--- config.mk ---
export PLATFORM = sky130hd
export DESIGN_NAME = freq_period_meter
export DESIGN_NICKNAME = d
export VERILOG_FILES = /design/src/rtl/clk_meas_pkg.sv /design/src/rtl/sig_sync_edge.sv /design/src/rtl/freq_period_meter.sv
export SDC_FILE = /design/constraint.sdc
export NUM_CORES = 1
export LEC_CHECK = 0
export ABC_AREA = 1
export BUFFER_PORTS_ARGS = -buffer_cell sky130_fd_sc_hd__buf_2
export CAP_MARGIN = 20
export CORE_MARGIN = 1
export CORE_UTILIZATION = 59
export DETAILED_ROUTE_END_ITERATION = 6
export PLACE_DENSITY_LB_ADDON = 0.05
export SYNTH_ARGS = -nofsm -noshare
export SYNTH_HDL_FRONTEND = slang
export SYNTH_SLANG_ARGS = --single-unit
--- constraint.sdc ---
create_clock -name CLK100MHZ -period 2.2 [get_ports CLK100MHZ]
set_input_delay 0.11 -clock CLK100MHZ [delete_from_list [all_inputs] [get_ports CLK100MHZ]]
set_output_delay 0.11 -clock CLK100MHZ [all_outputs]
set_load 0.01 [all_outputs]
--- src/rtl/clk_meas_pkg.sv ---
// Shared types and constants for the clock measurement blocks.
package clk_meas_pkg;

  typedef enum logic [1:0] {
    WAIT_FIRST,
    MEASURE,
    LOST
  } per_state_e;

  localparam int unsigned CLK_HZ = 100_000_000;

  // Number of bits needed to hold the values 0..n-1 (at least 1).
  function automatic int unsigned cnt_width(input longint unsigned n);
    int unsigned w;
    w = 1;
    for (int unsigned i = 1; i < 64; i++) begin
      if ((64'd1 << i) < n) w = i + 1;
    end
    return w;
  endfunction

endpackage

--- src/rtl/sig_sync_edge.sv ---
// Multi-flop synchronizer for an asynchronous input, followed by one delay
// flop used to detect rising and falling edges of the synchronized signal.
module sig_sync_edge #(
  parameter int unsigned STAGES = 2
) (
  input  logic clk_i,
  input  logic rst_ni,
  input  logic async_i,
  output logic sync_o,
  output logic rise_o,
  output logic fall_o
);

  logic [STAGES-1:0] sync_q;
  logic              dly_q;

  // Shift the raw input through the synchronizer chain, then delay once.
  always_ff @(posedge clk_i or negedge rst_ni) begin
    if (!rst_ni) begin
      sync_q <= '0;
      dly_q  <= 1'b0;
    end else begin
      sync_q <= {sync_q[STAGES-2:0], async_i};
      dly_q  <= sync_q[STAGES-1];
    end
  end

  assign sync_o = sync_q[STAGES-1];
  assign rise_o = sync_q[STAGES-1] & ~dly_q;
  assign fall_o = ~sync_q[STAGES-1] & dly_q;

endmodule

--- src/rtl/freq_period_meter.sv ---
// Frequency (edges per gate window) and period (cycles between rising edges)
// meter for an external clock sampled by CLK100MHZ.
// Optional high-time measurement enabled by FREQ_PERIOD_METER_DUTY_EN.
module freq_period_meter
  import clk_meas_pkg::*;
#(
  parameter int unsigned GATE_CYCLES    = CLK_HZ,
  parameter int unsigned CNT_W          = 32,
  parameter int unsigned SYNC_STAGES    = 2,
  parameter int unsigned TIMEOUT_CYCLES = 2 * CLK_HZ
) (
  input  logic             CLK100MHZ,
  input  logic             CPU_RESETN,
  input  logic             sig_in,
  output logic [CNT_W-1:0] freq_count,
  output logic             freq_valid,
  output logic [CNT_W-1:0] period_cycles,
  output logic             period_valid,
  output logic [CNT_W-1:0] high_cycles,
  output logic             no_signal,
  output logic             overflow
);

  localparam int unsigned        GATE_W    = cnt_width(GATE_CYCLES);
  localparam logic [GATE_W-1:0]  GATE_LAST = GATE_W'(GATE_CYCLES - 1);
  localparam logic [CNT_W-1:0]   CNT_MAX   = '1;
  localparam logic [CNT_W-1:0]   CNT_ONE   = CNT_W'(1);
  localparam longint unsigned    TO_LAST   = longint'(TIMEOUT_CYCLES) - 1;

  logic sync, rise, fall;

  sig_sync_edge #(.STAGES(SYNC_STAGES)) u_sync (
    .clk_i  (CLK100MHZ),
    .rst_ni (CPU_RESETN),
    .async_i(sig_in),
    .sync_o (sync),
    .rise_o (rise),
    .fall_o (fall)
  );

  logic [GATE_W-1:0] gate_ctr_q, gate_ctr_d;
  logic [CNT_W-1:0]  edge_ctr_q, edge_ctr_d, edge_sum;
  logic [CNT_W-1:0]  freq_count_q, freq_count_d;
  logic              freq_valid_q, freq_valid_d;
  logic              edge_sat;

  per_state_e        state_q, state_d;
  logic [CNT_W-1:0]  per_ctr_q, per_ctr_d;
  logic [CNT_W-1:0]  period_q, period_d;
  logic              pvalid_q, pvalid_d;
  logic              nosig_q, nosig_d;
  logic              per_sat;

  logic              hi_sat;
  logic              overflow_q, overflow_d;

  // Gate window: count edges, latch the total (including a rise on the last
  // gate cycle) when the window ends.
  always_comb begin
    gate_ctr_d   = (gate_ctr_q == GATE_LAST) ? '0 : gate_ctr_q + 1'b1;
    edge_sat     = rise && (edge_ctr_q == CNT_MAX);
    edge_sum     = (rise && !edge_sat) ? edge_ctr_q + 1'b1 : edge_ctr_q;
    freq_count_d = freq_count_q;
    freq_valid_d = 1'b0;
    edge_ctr_d   = edge_sum;
    if (gate_ctr_q == GATE_LAST) begin
      freq_count_d = edge_sum;
      freq_valid_d = 1'b1;
      edge_ctr_d   = '0;
    end
  end

  // Period FSM next-state and report logic.
  always_comb begin
    state_d   = state_q;
    per_ctr_d = per_ctr_q;
    period_d  = period_q;
    pvalid_d  = 1'b0;
    nosig_d   = nosig_q;
    per_sat   = 1'b0;
    case (state_q)
      WAIT_FIRST: begin
        per_ctr_d = '0;
        if (rise) begin
          state_d   = MEASURE;
          per_ctr_d = CNT_ONE;
        end
      end
      MEASURE: begin
        if (rise) begin
          period_d  = per_ctr_q;
          pvalid_d  = 1'b1;
          per_ctr_d = CNT_ONE;
          nosig_d   = 1'b0;
        end else if (64'(per_ctr_q) >= TO_LAST) begin
          // Leaving on the increment that would reach the limit puts
          // no_signal high exactly TIMEOUT_CYCLES after the last rise.
          state_d   = LOST;
          nosig_d   = 1'b1;
          per_ctr_d = '0;
        end else if (per_ctr_q == CNT_MAX) begin
          per_sat   = 1'b1;
        end else begin
          per_ctr_d = per_ctr_q + 1'b1;
        end
      end
      LOST: begin
        per_ctr_d = '0;
        if (rise) begin
          state_d   = MEASURE;
          per_ctr_d = CNT_ONE;
        end
      end
      default: state_d = WAIT_FIRST;
    endcase
  end

  // Sticky saturation flag from any counter.
  always_comb begin
    overflow_d = overflow_q | edge_sat | per_sat | hi_sat;
  end

  // State registers for the gate path, period FSM and overflow flag.
  always_ff @(posedge CLK100MHZ or negedge CPU_RESETN) begin
    if (!CPU_RESETN) begin
      gate_ctr_q   <= '0;
      edge_ctr_q   <= '0;
      freq_count_q <= '0;
      freq_valid_q <= 1'b0;
      state_q      <= WAIT_FIRST;
      per_ctr_q    <= '0;
      period_q     <= '0;
      pvalid_q     <= 1'b0;
      nosig_q      <= 1'b1;
      overflow_q   <= 1'b0;
    end else begin
      gate_ctr_q   <= gate_ctr_d;
      edge_ctr_q   <= edge_ctr_d;
      freq_count_q <= freq_count_d;
      freq_valid_q <= freq_valid_d;
      state_q      <= state_d;
      per_ctr_q    <= per_ctr_d;
      period_q     <= period_d;
      pvalid_q     <= pvalid_d;
      nosig_q      <= nosig_d;
      overflow_q   <= overflow_d;
    end
  end

`ifdef FREQ_PERIOD_METER_DUTY_EN
  logic [CNT_W-1:0] hi_ctr_q, hi_ctr_d;
  logic [CNT_W-1:0] high_q, high_d;

  // High-time counter restarted on each rise, captured on the falling edge.
  always_comb begin
    hi_ctr_d = hi_ctr_q;
    high_d   = high_q;
    hi_sat   = 1'b0;
    if (rise) begin
      hi_ctr_d = CNT_ONE;
    end else if (sync) begin
      if (hi_ctr_q == CNT_MAX) hi_sat = 1'b1;
      else                     hi_ctr_d = hi_ctr_q + 1'b1;
    end
    if (fall && (state_q == MEASURE)) high_d = hi_ctr_q;
  end

  // High-time registers.
  always_ff @(posedge CLK100MHZ or negedge CPU_RESETN) begin
    if (!CPU_RESETN) begin
      hi_ctr_q <= '0;
      high_q   <= '0;
    end else begin
      hi_ctr_q <= hi_ctr_d;
      high_q   <= high_d;
    end
  end

  assign high_cycles = high_q;
`else
  logic duty_unused;
  assign duty_unused = sync ^ fall;
  assign hi_sat      = 1'b0;
  assign high_cycles = '0;
`endif

  assign freq_count    = freq_count_q;
  assign freq_valid    = freq_valid_q;
  assign period_cycles = period_q;
  assign period_valid  = pvalid_q;
  assign no_signal     = nosig_q;
  assign overflow      = overflow_q;

endmodule

==> results.cfg <==
[global_route]
antenna_found_initial = 0
grt_pass1_vias = 7166
gr-usage-all-layers_pct = 28.0
grt_pass1_wl_microns = 35300
overflow = 0
grt_start_max_net_pins = 60

[finish]
multi_input_area_sq_um = 4220
postLayoutCoreUtil_pct = 68.9
final_cells = 1491
ff_latch_area_sq_um = 4110
num-fill-cells = 1279
diodes = 0
area_delta_synth_final_pct = 12.1
layout-drive-gt1-share_pct = 13.0
nets = 1301
fin_area_sq_um = 10200

[place]
dp_cells = 1457
hpwlAfterDp_microns = 14500
gp_congestion = 0.970
dpl_cell_area_sq_um = 9540
port_buffers = 70

[logic_synthesis]
yosys_warnings = 0
muxShareOfSynthArea_pct = 0
async_reset_ff_share_pct = 100
synth_top_family_by_area = simple AND/OR/NAND/NOR gates
synthXorXnorAreaFrac_pct = 5.22
synth.avg_cell_area_sq_um = 7.40
synth-compound-area-share_pct = 3.27
synthAdderAreaFrac_pct = 0.414
synth-simple-area-share_pct = 36.2
seq_area_frac_synth_pct = 45.3
synth.distinct_cells = 42
synth_area_sq_um = 9060
ys.flop_type = dfrtp_1
postSynthCellCount = 1225
synth-seq-cells = 164
synth_edf_count = 0

[timing]
tns_ps = 0
min_period_ps = 2010
tightestPinTransition_ps = 561
rsz0062_at_grt = false
layout_worst_path_cycle_share_pct = 91.3
finalSetupViolCount = 0
slew_headroom_pct = 62.3
finalClockSkew_ps = 12.1
slew_viol_final = 0
hold_violations = 0
max_freq_mhz = 498

[route]
via_per_inst = 5.29
post-route-drc-count = 0
wl_met3_microns = 1370
ant_nets = 0
drt-total-wl_microns = 21100
drtPass1Iterations = 5
num_vias = 7884
highest_layer = met4
wl_per_cell_microns = 14.1
wl_met1_microns = 10100
wl_met2_microns = 9260
drt_iter0_drc = 764

[worst_setup_path]
crit_path_start_kind = register
cpMostUsedCell = nand2_1
reg2reg_depth = 11
slowest_stage = dfrtp_1
cp-end-kind = register
crit_arrival_ps = 2330
crit_chain = ha_2 -> nand2_2 -> nor2_4 -> nand2_4 -> nor2_8 -> nand3_4 -> nand2_8 -> buf_6 -> nand2_1 -> nand3_1 -> nand2_1
max_stage_delay_ps = 410
crit_type = reg2reg
crit_fanout = 15
cp.required_ps = 2520

[cts]
cts_tree = built
root_buffer = clkbuf_16
clock_latency_ps = 430
cts-buffers-inserted = 17
cts.path.max_buffers = 2
clkTransAtPathRegs_ps = 70
htree_levels = 4
clkSinkCount = 164

[die]
dieArea_sq_um = 15900
row_count = 44
initial_core_util_pct = 61.4
chipHeight_microns = 126
pin_count = 103
die_x_microns = 126
core_area_sq_um = 14800

[min_path]
hold_path_class = in2async

[power]
power_density_nw_per_um2 = 782
power_mw = 7.95
vdd_drop_max_uv = 660
p_leak_nw = 5.50

[outcome]
status = complete, no violations

[run]
drv_cap = 0
[cell type report]
type | count | area share, %
Inverter | 120 | 4.48
Sequential cell | 164 | 40.4
Timing Repair Buffer | 88 | 5.54
Clock inverter | 10 | 1.22
Clock buffer | 21 | 4.53
Tap cell | 184 | 2.27
Multi-Input combinational cell | 904 | 41.6
[cell usage in the layout (no fill, tap or decap), types with 9 or more instances in the layout]
cell type	Yosys	routed
clkbuf_16	0	17
o21ai_0	31	31
nand3_1	56	56
conb_1	1	32
nor2_1	162	161
dfrtp_1	163	163
nor3_1	22	22
xor2_1	52	52
nand4_1	47	47
nand2_1	426	426
nand2_2	25	25
a21oi_1	9	9
inv_1	116	116
buf_2	9	69
buf_4	34	10
[cell usage after synthesis (all sizes together), types with 2 or more instances]
| master | n | area share, % |
|---|---|---|
| nand2 | 453 | 20 |
| and2 | 4 | 0.28 |
| nor3b | 2 | 0.29 |
| buf | 46 | 3.6 |
| ha | 3 | 0.41 |
| inv | 120 | 5.0 |
| nand3 | 59 | 3.5 |
| xnor2 | 2 | 0.19 |
| nor3 | 23 | 1.3 |
| a21oi | 9 | 0.50 |
| o21ai | 40 | 2.5 |
| dfrtp | 163 | 45 |
| or2 | 2 | 0.14 |
| nor2 | 167 | 7.3 |
| nand4 | 47 | 3.2 |
| clkbuf | 23 | 0.97 |
| nor4 | 3 | 0.21 |
| nand3b | 2 | 0.17 |
| xor2 | 52 | 5.0 |
[layer usage]
metal	global-route usage, %	up-vias
li1	-	3895
met4	8.22	0
met5	0	-
met1	40.7	3667
met3	5.56	28
met2	42.5	294
[sequential cells by signal (all words and copies together), names as in the netlist]
signal	flops
overflow	1
period_valid	1
freq_count	32
no_signal	1
gate_ctr_q	27
freq_valid	1
u_sync.dly_q	1
edge_ctr_q	32
period_cycles	32
per_ctr_q	32
u_sync.sync_q	2
state_q	2
[stage by stage]
step	setup slack [ps]	hold slack (ps)
after floorplan	454	-186
after global routing	5.91	285
after detailed placement	169	136
after CTS	128	251
after global placement	213	129
final	192	233
[worst paths after layout]
kind	from	to	slack, ps
worst max-delay path	edge_ctr_q[1]$_DFF_PN0_	freq_count[23]$_DFFE_PN0P_	190
worst min-delay path	CPU_RESETN	edge_ctr_q[10]$_DFF_PN0_	230
worst max register to register	edge_ctr_q[1]$_DFF_PN0_	freq_count[23]$_DFFE_PN0P_	190
worst min register to register	u_sync.sync_q[0]$_DFF_PN0_	u_sync.sync_q[1]$_DFF_PN0_	380
max in group asynchronous	CPU_RESETN	gate_ctr_q[3]$_DFF_PN0_	1260
min in group CLK100MHZ	sig_in	u_sync.sync_q[0]$_DFF_PN0_	340
[power by group]
part | leakage, nW | internal (mW) | switching (mW) | total [mW]
Clock | 0.280 | 1.74 | 1.24 | 2.98
Combinational | 3.06 | 0.473 | 1.01 | 1.49
Sequential | 2.16 | 3.24 | 0.254 | 3.49
[critical path: cells and delay by family (launching register included)]
kind / cells / cell delay, ps
flip-flops: 1 / 410
adder cells (fa/ha/maj): 1 / 230
buffers and inverters: 1 / 180
AND/OR/NAND/NOR: 9 / 1070
[cells by family after synthesis]
group	Yosys count
and+or+nand+nor	762
AOI/OAI and AO/OA	52
adders and majority gates	3
DFF	164
xor gates and xnor gates	54
buffers and inverters	189
other	1
[what timing repair did]
| action | 4_1_cts | 5_1_grt |
|---|---|---|
| hold endpoints to repair | 57 | 0 |
| setup endpoints to repair | 0 | 20 |
| gates resized for setup | 0 | 4 |
| hold buffers | 2 | 0 |
| buffers inserted | 0 | 0 |
(Power assumes the default switching activity.)
